$ cat src/rtl/uart_rx_apb.sv
// UART receiver with APB register access and a receive FIFO.
// Sticky error reporting, programmable baud divisor, optional parity and second stop bit.
module uart_rx_apb #(
  parameter int          DATA_BITS   = 8,
  parameter int          OVERSAMPLE  = 16,
  parameter int          FIFO_DEPTH  = 8,
  parameter logic [15:0] DEFAULT_DIV = 16'd53
) (
  input  logic        clk,
  input  logic        reset_n,
  input  logic        rx_in,
  input  logic        psel,
  input  logic        penable,
  input  logic        pwrite,
  input  logic [3:0]  paddr,
  input  logic [31:0] pwdata,
  output logic [31:0] prdata,
  output logic        pready,
  output logic        pslverr,
  output logic        rx_irq
);

  localparam int DW = (DATA_BITS > 8) ? DATA_BITS : 8;
  localparam int WW = DW + 2;
  localparam int TW = $clog2(OVERSAMPLE);
  localparam int AW = $clog2(FIFO_DEPTH);
  localparam int CW = AW + 1;

  localparam logic [2:0] IDLE   = 3'd0;
  localparam logic [2:0] START  = 3'd1;
  localparam logic [2:0] DATA   = 3'd2;
  localparam logic [2:0] PARITY = 3'd3;
  localparam logic [2:0] STOP   = 3'd4;

  logic [4:0]  ctrl;
  logic [15:0] bauddiv, div_cur, baud_cnt;
  logic        rx_en, par_en, par_odd, two_stop, irq_en;
  logic        access, aligned, wr_en, rd_en;
  logic [1:0]  reg_sel;
  logic        rx_m, rx_s, tick;
  logic [2:0]  state;
  logic [TW-1:0] tick_cnt;
  logic [3:0]  bit_cnt;
  logic        second, perr, ferr;
  logic        sample_half, sample_full, stop_last;
  logic [DATA_BITS-1:0] shift;
  logic [WW-1:0] word_p1;
  logic        vld_p1;
  logic [WW-1:0] mem [FIFO_DEPTH];
  logic [AW-1:0] wr_ptr, rd_ptr;
  logic [CW-1:0] count;
  logic        not_empty, full, pop, accept;
  logic        ovr_s, perr_s, ferr_s;
  logic        unused_pwdata;

  assign rx_en    = ctrl[0];
  assign par_en   = (ctrl[2:1] == 2'b01) || (ctrl[2:1] == 2'b10);
  assign par_odd  = (ctrl[2:1] == 2'b10);
  assign two_stop = ctrl[3];
  assign irq_en   = ctrl[4];

  assign access  = psel & penable;
  assign aligned = (paddr[1:0] == 2'b00);
  assign wr_en   = access & pwrite & aligned;
  assign rd_en   = access & ~pwrite & aligned;
  assign reg_sel = paddr[3:2];
  assign pready  = access;
  assign pslverr = access & ~aligned;
  assign unused_pwdata = ^pwdata[31:16];

  always_ff @(posedge clk or negedge reset_n) begin
    if (!reset_n) begin
      rx_m <= 1'b1;
      rx_s <= 1'b1;
    end else begin
      rx_m <= rx_in;
      rx_s <= rx_m;
    end
  end

  // A divisor write is picked up only when the counter wraps or is idle.
  assign tick = rx_en && (baud_cnt == div_cur);

  always_ff @(posedge clk or negedge reset_n) begin
    if (!reset_n) begin
      baud_cnt <= '0;
      div_cur  <= DEFAULT_DIV;
    end else if (!rx_en || tick) begin
      baud_cnt <= '0;
      div_cur  <= bauddiv;
    end else begin
      baud_cnt <= baud_cnt + 1'b1;
    end
  end

  assign sample_half = tick && (tick_cnt == TW'(OVERSAMPLE / 2 - 1));
  assign sample_full = tick && (tick_cnt == TW'(OVERSAMPLE - 1));
  assign stop_last   = (state == STOP) && sample_full && (!two_stop || second);

  // Stage p0: receiver FSM on the synchronised line
  always_ff @(posedge clk or negedge reset_n) begin
    if (!reset_n) begin
      state    <= IDLE;
      tick_cnt <= '0;
      bit_cnt  <= '0;
      second   <= 1'b0;
      perr     <= 1'b0;
      ferr     <= 1'b0;
      vld_p1   <= 1'b0;
    end else begin
      vld_p1 <= stop_last;
      if (!rx_en) begin
        state    <= IDLE;
        tick_cnt <= '0;
      end else begin
        case (state)
          IDLE: if (!rx_s) begin
            state    <= START;
            tick_cnt <= '0;
          end
          START: if (sample_half) begin
            if (rx_s) state <= IDLE;
            else begin
              state    <= DATA;
              tick_cnt <= '0;
              bit_cnt  <= '0;
            end
          end else if (tick) tick_cnt <= tick_cnt + 1'b1;
          DATA: if (sample_full) begin
            tick_cnt <= '0;
            bit_cnt  <= bit_cnt + 1'b1;
            if (bit_cnt == 4'(DATA_BITS - 1)) begin
              perr   <= 1'b0;
              ferr   <= 1'b0;
              second <= 1'b0;
              state  <= par_en ? PARITY : STOP;
            end
          end else if (tick) tick_cnt <= tick_cnt + 1'b1;
          PARITY: if (sample_full) begin
            tick_cnt <= '0;
            perr     <= rx_s ^ (^shift) ^ par_odd;
            state    <= STOP;
          end else if (tick) tick_cnt <= tick_cnt + 1'b1;
          STOP: if (sample_full) begin
            tick_cnt <= '0;
            ferr     <= ferr | ~rx_s;
            second   <= 1'b1;
            if (!two_stop || second) state <= IDLE;
          end else if (tick) tick_cnt <= tick_cnt + 1'b1;
          default: state <= IDLE;
        endcase
      end
    end
  end

  always_ff @(posedge clk) begin
    if ((state == DATA) && sample_full) shift <= {rx_s, shift[DATA_BITS-1:1]};
    if (stop_last) word_p1 <= {ferr | ~rx_s, perr, DW'(shift)};
  end

  // Stage p1: FIFO push of the completed frame, APB pops
  assign not_empty = (count != '0);
  assign full      = (count == CW'(FIFO_DEPTH));
  assign pop       = rd_en && (reg_sel == 2'd0) && not_empty;
  assign accept    = vld_p1 && (!full || pop);

  always_ff @(posedge clk) begin
    if (accept) mem[wr_ptr] <= word_p1;
  end

  always_ff @(posedge clk or negedge reset_n) begin
    if (!reset_n) begin
      wr_ptr  <= '0;
      rd_ptr  <= '0;
      count   <= '0;
      ovr_s   <= 1'b0;
      perr_s  <= 1'b0;
      ferr_s  <= 1'b0;
      ctrl    <= '0;
      bauddiv <= DEFAULT_DIV;
      rx_irq  <= 1'b0;
    end else begin
      if (pop)    rd_ptr <= rd_ptr + 1'b1;
      if (accept) wr_ptr <= wr_ptr + 1'b1;
      count <= count + CW'(accept) - CW'(pop);
      if (wr_en && reg_sel == 2'd1) begin
        if (pwdata[2]) ovr_s  <= 1'b0;
        if (pwdata[3]) perr_s <= 1'b0;
        if (pwdata[4]) ferr_s <= 1'b0;
      end
      // Setting wins over a simultaneous W1C so no event is lost.
      if (vld_p1 && full && !pop)    ovr_s  <= 1'b1;
      if (accept && word_p1[WW-2])   perr_s <= 1'b1;
      if (accept && word_p1[WW-1])   ferr_s <= 1'b1;
      if (wr_en && reg_sel == 2'd2) ctrl    <= pwdata[4:0];
      if (wr_en && reg_sel == 2'd3) bauddiv <= pwdata[15:0];
      rx_irq <= irq_en & (not_empty | ovr_s | perr_s | ferr_s);
    end
  end

  always_comb begin
    prdata = '0;
    if (rd_en) begin
      case (reg_sel)
        2'd0:    if (not_empty) prdata = 32'(mem[rd_ptr]);
        2'd1:    prdata = {27'b0, ferr_s, perr_s, ovr_s, full, not_empty};
        2'd2:    prdata = {27'b0, ctrl};
        default: prdata = {16'b0, bauddiv};
      endcase
    end
  end

endmodule
$ cat config.mk
export PLATFORM = sky130hd
export DESIGN_NAME = uart_rx_apb
export DESIGN_NICKNAME = d
export VERILOG_FILES = /design/src/rtl/uart_rx_apb.sv
export SDC_FILE = /design/constraint.sdc
export NUM_CORES = 1
export LEC_CHECK = 0
export BUFFER_PORTS_ARGS = -buffer_cell sky130_fd_sc_hd__buf_2
export CORE_ASPECT_RATIO = 0.8
export CORE_MARGIN = 5
export CORE_UTILIZATION = 59
export DETAILED_ROUTE_END_ITERATION = 7
export MAX_ROUTING_LAYER = met4
export PLACE_DENSITY = 0.79
export SYNTH_ARGS = -nofsm -noshare
export SYNTH_HDL_FRONTEND = slang
export SYNTH_SLANG_ARGS = --single-unit
export TNS_END_PERCENT = 1
$ cat constraint.sdc
create_clock -name clk -period 3.8 [get_ports clk]
set_input_delay 0.19 -clock clk [delete_from_list [all_inputs] [get_ports clk]]
set_output_delay 0.19 -clock clk [all_outputs]
set_load 0.02 [all_outputs]
==> flow_metrics.tcl, run 1 <==
set metrics [dict create \
    final_common_cell "edfxtp_1" \
    portBuffers 44 \
    rr_startpoint "baud_cnt[2]" \
    rsz0062_at_grt "false" \
    dp_hpwl_mm 11.37 \
    crit_start "rd_ptr[0]" \
    synth_edf_count 98 \
    slew_viol_final 0 \
    cp.required_ps 3610 \
    final_layout_size_suffix_gt1_share_pct 26.41 \
    num_rows 38 \
    setup_viol 0 \
    viasPerCell 5.871 \
    cts_tree "yes" \
    ys_async_sr_fraction_pct 46.15 \
    grt_pass1_vias 5033 \
    critPathArrivalTime_ps 2820 \
    tns_ps 0 \
    drt_iter0_markers 320 \
    worstMarginPinSlew_ps 1043 \
    hp-class "in2reg" \
    die_h_um 116.0 \
    ys.flop_type "edfxtp_1" \
    drcViolationCount 0 \
    cts_sinks 182 \
    period_share_pct 79.15 \
    synth_top_cell_area_share_pct 35.53 \
    cts_inserted_buffers 17 \
    antenna_left 0 \
    drt-wirelength-per-cell_um 19.73 \
    io_pins 77 \
    ys_top_cells_by_area "edfxtp_1 (36%), dfrtp_1 (22%), mux2_2 (5.4%), mux4_2 (5.4%), dfstp_2 (3.2%)" \
    status "complete, no violations" \
    start_util_pct 60.70 \
    ir_worst_vdd_mv 0.4954 \
    mappedNetlistArea_mm2 0.008283 \
    critPathKind "reg2out" \
    worst-path-max-fanout 14 \
    grt_max_degree 85 \
    whs_ps 37.44 \
    max_freq_ghz 0.3325 \
    grtUsageTotal_pct 22.42 \
    powerDensity_mw_per_mm2 494.7 \
    clk_pin_slew_worst_paths_ps 70 \
    cts_setup_buffers 0 \
    core_area_mm2 0.01365 \
    synth.distinct_cells 70 \
    postSynthCellCount 594 \
    ys_ff_latch 182 \
    period_needed_ps 3008 \
    fin_nets 715 \
    cts_root_buffer "clkbuf_16" \
    area.growth.synth_to_final_pct 13.28 \
    ctsLongestPathBuffers 2 \
    fillers 911 \
    first_pass_iters 5 \
    totalWireLength_mm 16.85 \
    grt-ovfl-total 0 \
    ys_warn_count 0 \
    antenna_cells 0 \
    insertion_delay_ps 440 \
    max_cap_violations 0 \
    dieArea_mm2 0.01652 \
    grt_antenna_before_repair 0 \
    leakagePower_nw 3.783 \
    fin_skew_ps 7.793 \
    cp-start-kind "register" \
    cts_htree_levels 4 \
    num_vias 5014 \
    ys_seq_area_share_pct 61.06 \
    yosys.area.top_type "edfxtp_1" \
    hold_viol 0 \
    layout_common_cells "edfxtp_1 (98), dfrtp_1 (74), nor2_1 (46)" \
    slew_headroom_pct 30.44 \
    gp_congestion 0.8913 \
    avgSynthCellArea_um2 13.94 \
    hold_path_startpoint "pwdata[1]" \
    dieWidth_um 142.5 \
    endpoint_kind "output pin" \
    grt_pass1_wl_mm 26.93 \
]
-- layout make-up --
class	instances	area, µm²	share of cell area [%]
clock inverters	15	156.4	1.667
well taps	180	225.2	2.400
clock buffers	17	425.4	4.534
multi-input cells	369	2972	31.67
inverters	17	63.81	0.6801
flip-flops and latches	182	5057	53.90
repair buffers	74	483.0	5.147
-- flip-flops by register name, indices dropped and copies added, names as in the netlist, 3 cells and up --
signal,cells
mem,80
baud_cnt,16
bauddiv,16
div_cur,16
word_p1,10
shift,8
ctrl,5
bit_cnt,4
count,4
tick_cnt,4
rd_ptr,3
state,3
wr_ptr,3
-- Yosys cell counts (all sizes together), types with 3 or more instances --
cell / count
nand2b: 8
o211a: 4
a21oi: 17
clkbuf: 11
xnor2: 20
dfstp: 10
o22ai: 4
buf: 30
a21o: 3
xor2: 22
dfrtp: 74
mux2: 40
o211ai: 3
nand2: 32
o21ai: 10
nand3: 12
ha: 11
edfxtp: 98
nand4: 5
nor4: 8
and3: 10
mux4: 20
inv: 17
mux2i: 15
a31oi: 5
or2: 4
nor2: 46
o21a: 3
nor3: 14
a22o: 4
-- report_power, final --
group	switching (mW)	internal, mW
Combinational	0.305	0.314
Clock	0.796	0.929
Sequential	0.128	2.17
Total	1.23	3.41
-- cells by family (layout without fill, tap and decap cells) --
kind of cell    Yosys count  after routing  share of synthesized area [%]
flops                   182            182                          61.06
xor+xnor                 43             43                          4.713
mux                      75             75                          12.69
compound gates           66             66                          5.619
buf+inv                  58            123                          3.822
simple gates            157            157                          10.15
other cells               1             16                        0.04527
fa+ha+maj                12             12                          1.903
-- through the flow --
| step | power, mW | setup WS (ps) | cells | utilization, % | area (µm²) |
|---|---|---|---|---|---|
| 6_report | 4.641 | 792.5 | 854 | 68.76 | 9383 |
| 4_1_cts | 4.671 | 684.7 | 854 | 68.76 | 9383 |
| 2_1_floorplan | 2.782 | 1034 | 609 | - | 8339 |
| 3_3_place_gp | 2.910 | 1156 | 808 | 63.47 | 8661 |
| 5_1_grt | 4.837 | 485.2 | 854 | 68.76 | 9383 |
| 3_5_place_dp | 2.937 | 1083 | 808 | 63.47 | 8661 |
-- layer usage --
metal / wire [µm] / track usage [%]
met1: 7454 / 30.06
met4: 293 / 6.523
met5: 0 / -
met2: 7980 / 34.39
met3: 1123 / 5.734
-- critical path, cell delays in order, from the launching register on --
cell and delay (ps):
dfrtp_1 890, buf_4 330, mux4_2 510, mux2i_1 210, nor2_1 70, a21oi_1 160
nor2_1 60, buf_2 160
-- worst paths after layout --
path	end	slack [ps]	cells after the start
max	prdata[7]	790	7
min	bauddiv[1]	40	2
max reg2reg	shift[0]	1010	6
min reg2reg	rx_s	360	0
max in group asynchronous	bauddiv[9]	2650	2
min in group asynchronous	ctrl[0]	460	2
-- repair_timing --
item                                   CTS  global route
endpoints found under the hold margin   88             0
gates resized for setup                  0             0
hold buffers                            14             0
(Power assumes the default switching activity.)
==> run 2: changes to the inputs <==
--- a/config.mk
+++ b/config.mk
@@ -8,10 +8,10 @@
 export BUFFER_PORTS_ARGS = -buffer_cell sky130_fd_sc_hd__buf_2
 export CORE_ASPECT_RATIO = 0.8
 export CORE_MARGIN = 5
-export CORE_UTILIZATION = 59
+export CORE_UTILIZATION = 54
 export DETAILED_ROUTE_END_ITERATION = 7
 export MAX_ROUTING_LAYER = met4
-export PLACE_DENSITY = 0.79
+export PLACE_DENSITY = 0.76
 export SYNTH_ARGS = -nofsm -noshare
 export SYNTH_HDL_FRONTEND = slang
 export SYNTH_SLANG_ARGS = --single-unit
==> constraint.sdc (replaced) <==
create_clock -name clk -period 2.6 [get_ports clk]
set_input_delay 0.13 -clock clk [delete_from_list [all_inputs] [get_ports clk]]
set_output_delay 0.13 -clock clk [all_outputs]
set_load 0.02 [all_outputs]
==> run 2 against run 1 <==
Effect of this change:
- combinational power is 65% higher
- sequential power is 43% higher
- non-clock buffer count rose by 13
- cell area rose by 1.4%
- clock skew grew 6.2 ps
- largest cell class unchanged
- die area grew 8.5%
- first-iteration DRC count up 23%
- highest routed layer unchanged
- final cell count grew 2.6%
- largest power group unchanged
- core utilization is 5.4 points lower
- clock power increased by 45%
- global-route usage decreased by 2.3 points
- clock-buffer cell count stayed put
==> flow_metrics.tcl, run 2 (synthesis results as in run 1) <==
set metrics [dict create \
    viasPerCell 5.702 \
    first_pass_iters 5 \
    powerDensity_mw_per_mm2 716.5 \
    regArea_mm2 0.005057 \
    finalWorstSetupSlack_ps 212.3 \
    dp_hpwl_mm 11.41 \
    rr_startpoint "count[2]" \
    grt-ovfl-total 0 \
    cts_root_buffer "clkbuf_16" \
    crit_path_end "prdata[1]" \
    ctsLongestPathBuffers 2 \
    hold_path_startpoint "paddr[3]" \
    dp_worst_setup_slack_ps 293.3 \
    num_vias 4995 \
    layoutNonFillerInstCount 876 \
    p_sw_mw 1.735 \
    power_frac_comb_pct 15.0 \
    worstMarginPinSlew_ps 716.6 \
    grt_pass1_vias 4969 \
    final_common_cell "edfxtp_1" \
    cp.required_ps 2470 \
    fin_skew_ps 14.01 \
    antenna_left 0 \
    seq_power_share_pct 48.4 \
    hold_viol 0 \
    power.share.clock_pct 36.7 \
    crit_start "rd_ptr[0]" \
    leakagePower_nw 3.838 \
    largest_reg_flops 80 \
    totalWireLength_mm 16.59 \
    layout_common_cells "edfxtp_1 (98), dfrtp_1 (74), nor2_1 (46)" \
    slew_headroom_pct 52.23 \
    worst-path-max-fanout 12 \
    insertion_delay_ps 430 \
    grt_antenna_before_repair 0 \
    status "complete, no violations" \
    ir_worst_vdd_mv 0.4761 \
    drt_iter0_markers 394 \
    cts_sinks 182 \
    hp-class "in2reg" \
    place_area_mm2 0.008740 \
    critPathKind "reg2out" \
    cts_inserted_buffers 17 \
    gp_congestion 0.9075 \
    fillers 1096 \
    final_layout_size_suffix_gt1_share_pct 27.22 \
    endpoint_kind "output pin" \
    period_share_pct 91.83 \
    whs_ps 223.1 \
    post-route-util_pct 63.36 \
    core_area_mm2 0.01501 \
    drcViolationCount 0 \
    clk_pin_slew_worst_paths_ps 70 \
    setup_viol 0 \
    dieArea_mm2 0.01793 \
    placedCellCount 826 \
    intPower_mw 5.081 \
    max_freq_ghz 0.4188 \
    cts_htree_levels 4 \
    grt_pass1_wl_mm 26.83 \
    r2r_cells 10 \
    portBuffers 44 \
    fin_nets 728 \
    grtUsageTotal_pct 20.10 \
    start_util_pct 55.17 \
    max_flop_register "mem" \
    hold_depth 4 \
    period_needed_ps 2388 \
    rsz0062_at_grt "false" \
    stdcell_area_mm2 0.009513 \
    total_power_mw 6.816 \
    r2r_end "count[2]" \
    num_rows 40 \
    grt_max_degree 42 \
    slew_viol_final 0 \
    tns_ps 0 \
    area.growth.synth_to_final_pct 14.85 \
    io_pins 77 \
    dieWidth_um 148.5 \
    max_cap_violations 0 \
    antenna_cells 0 \
    cp-start-kind "register" \
    multi_input_area_mm2 0.002979 \
    die_h_um 120.8 \
    r2r_slack_ps 240 \
    critPathArrivalTime_ps 2260 \
    swShare_pct 25.45 \
    cts_tree "yes" \
    drt-wirelength-per-cell_um 18.93 \
]
-- run 2: cell types whose count changed in the layout (fill, tap and decap cells not counted), moves of 2 or more --
cell,previous run,this run
clkinv_1,0,2
inv_8,3,1
inv_6,6,1
buf_4,17,25
dlygate4sd3_1,14,18
clkinvlp_4,3,5
-- run 2: final cells by class --
type                       count  share of cell area (%)
sequential                   182                   53.16
multi-input combinational    369                   31.32
timing repair buffer          87                   6.248
clock buffer                  17                   4.472
tap                          189                   2.486
clock inverter                15                   1.644
inverter                      17                  0.6708
-- run 2: worst min-delay path by stage --
stage	end	slack, ps
3_5_place_dp	div_cur[12]	140
3_3_place_gp	div_cur[12]	140
2_1_floorplan	baud_cnt[0]	-170
5_1_grt	rd_ptr[0]	230
6_report	ferr_s	220
4_1_cts	ferr_s	210
-- run 2: critical path: stages, from the launching register on --
cell and delay (ps):
dfrtp_1 360, buf_6 210, mux4_2 530, mux2i_1 240, o221ai_1 170, o211a_1 160, buf_2 160
-- run 2: power by group through the flow --
stage	logic, mW	clock network, mW	registers, mW
after global placement	0.933	0	3.34
after CTS	1.02	2.55	3.29
final	1.02	2.50	3.30
after detailed placement	0.976	0	3.35
after floorplan	0.757	0	3.31
after global routing	1.12	2.68	3.31
-- run 2: per-layer routing --
metal,track usage (%),part of all wire (%),vias to the layer above
li1,-,-,2326
met1,27.90,45,2510
met2,30.09,48,142
met3,4.384,5.3,17
met4,6.290,1.3,0
met5,-,0,-
-- run 2: what timing repair did --
action | 4_1_cts | 5_1_grt
buffers inserted | 0 | 0
hold buffers | 18 | 0
gates resized for setup | 1 | 2
endpoints found under the setup margin | 3 | 5
hold endpoints to repair | 51 | 0
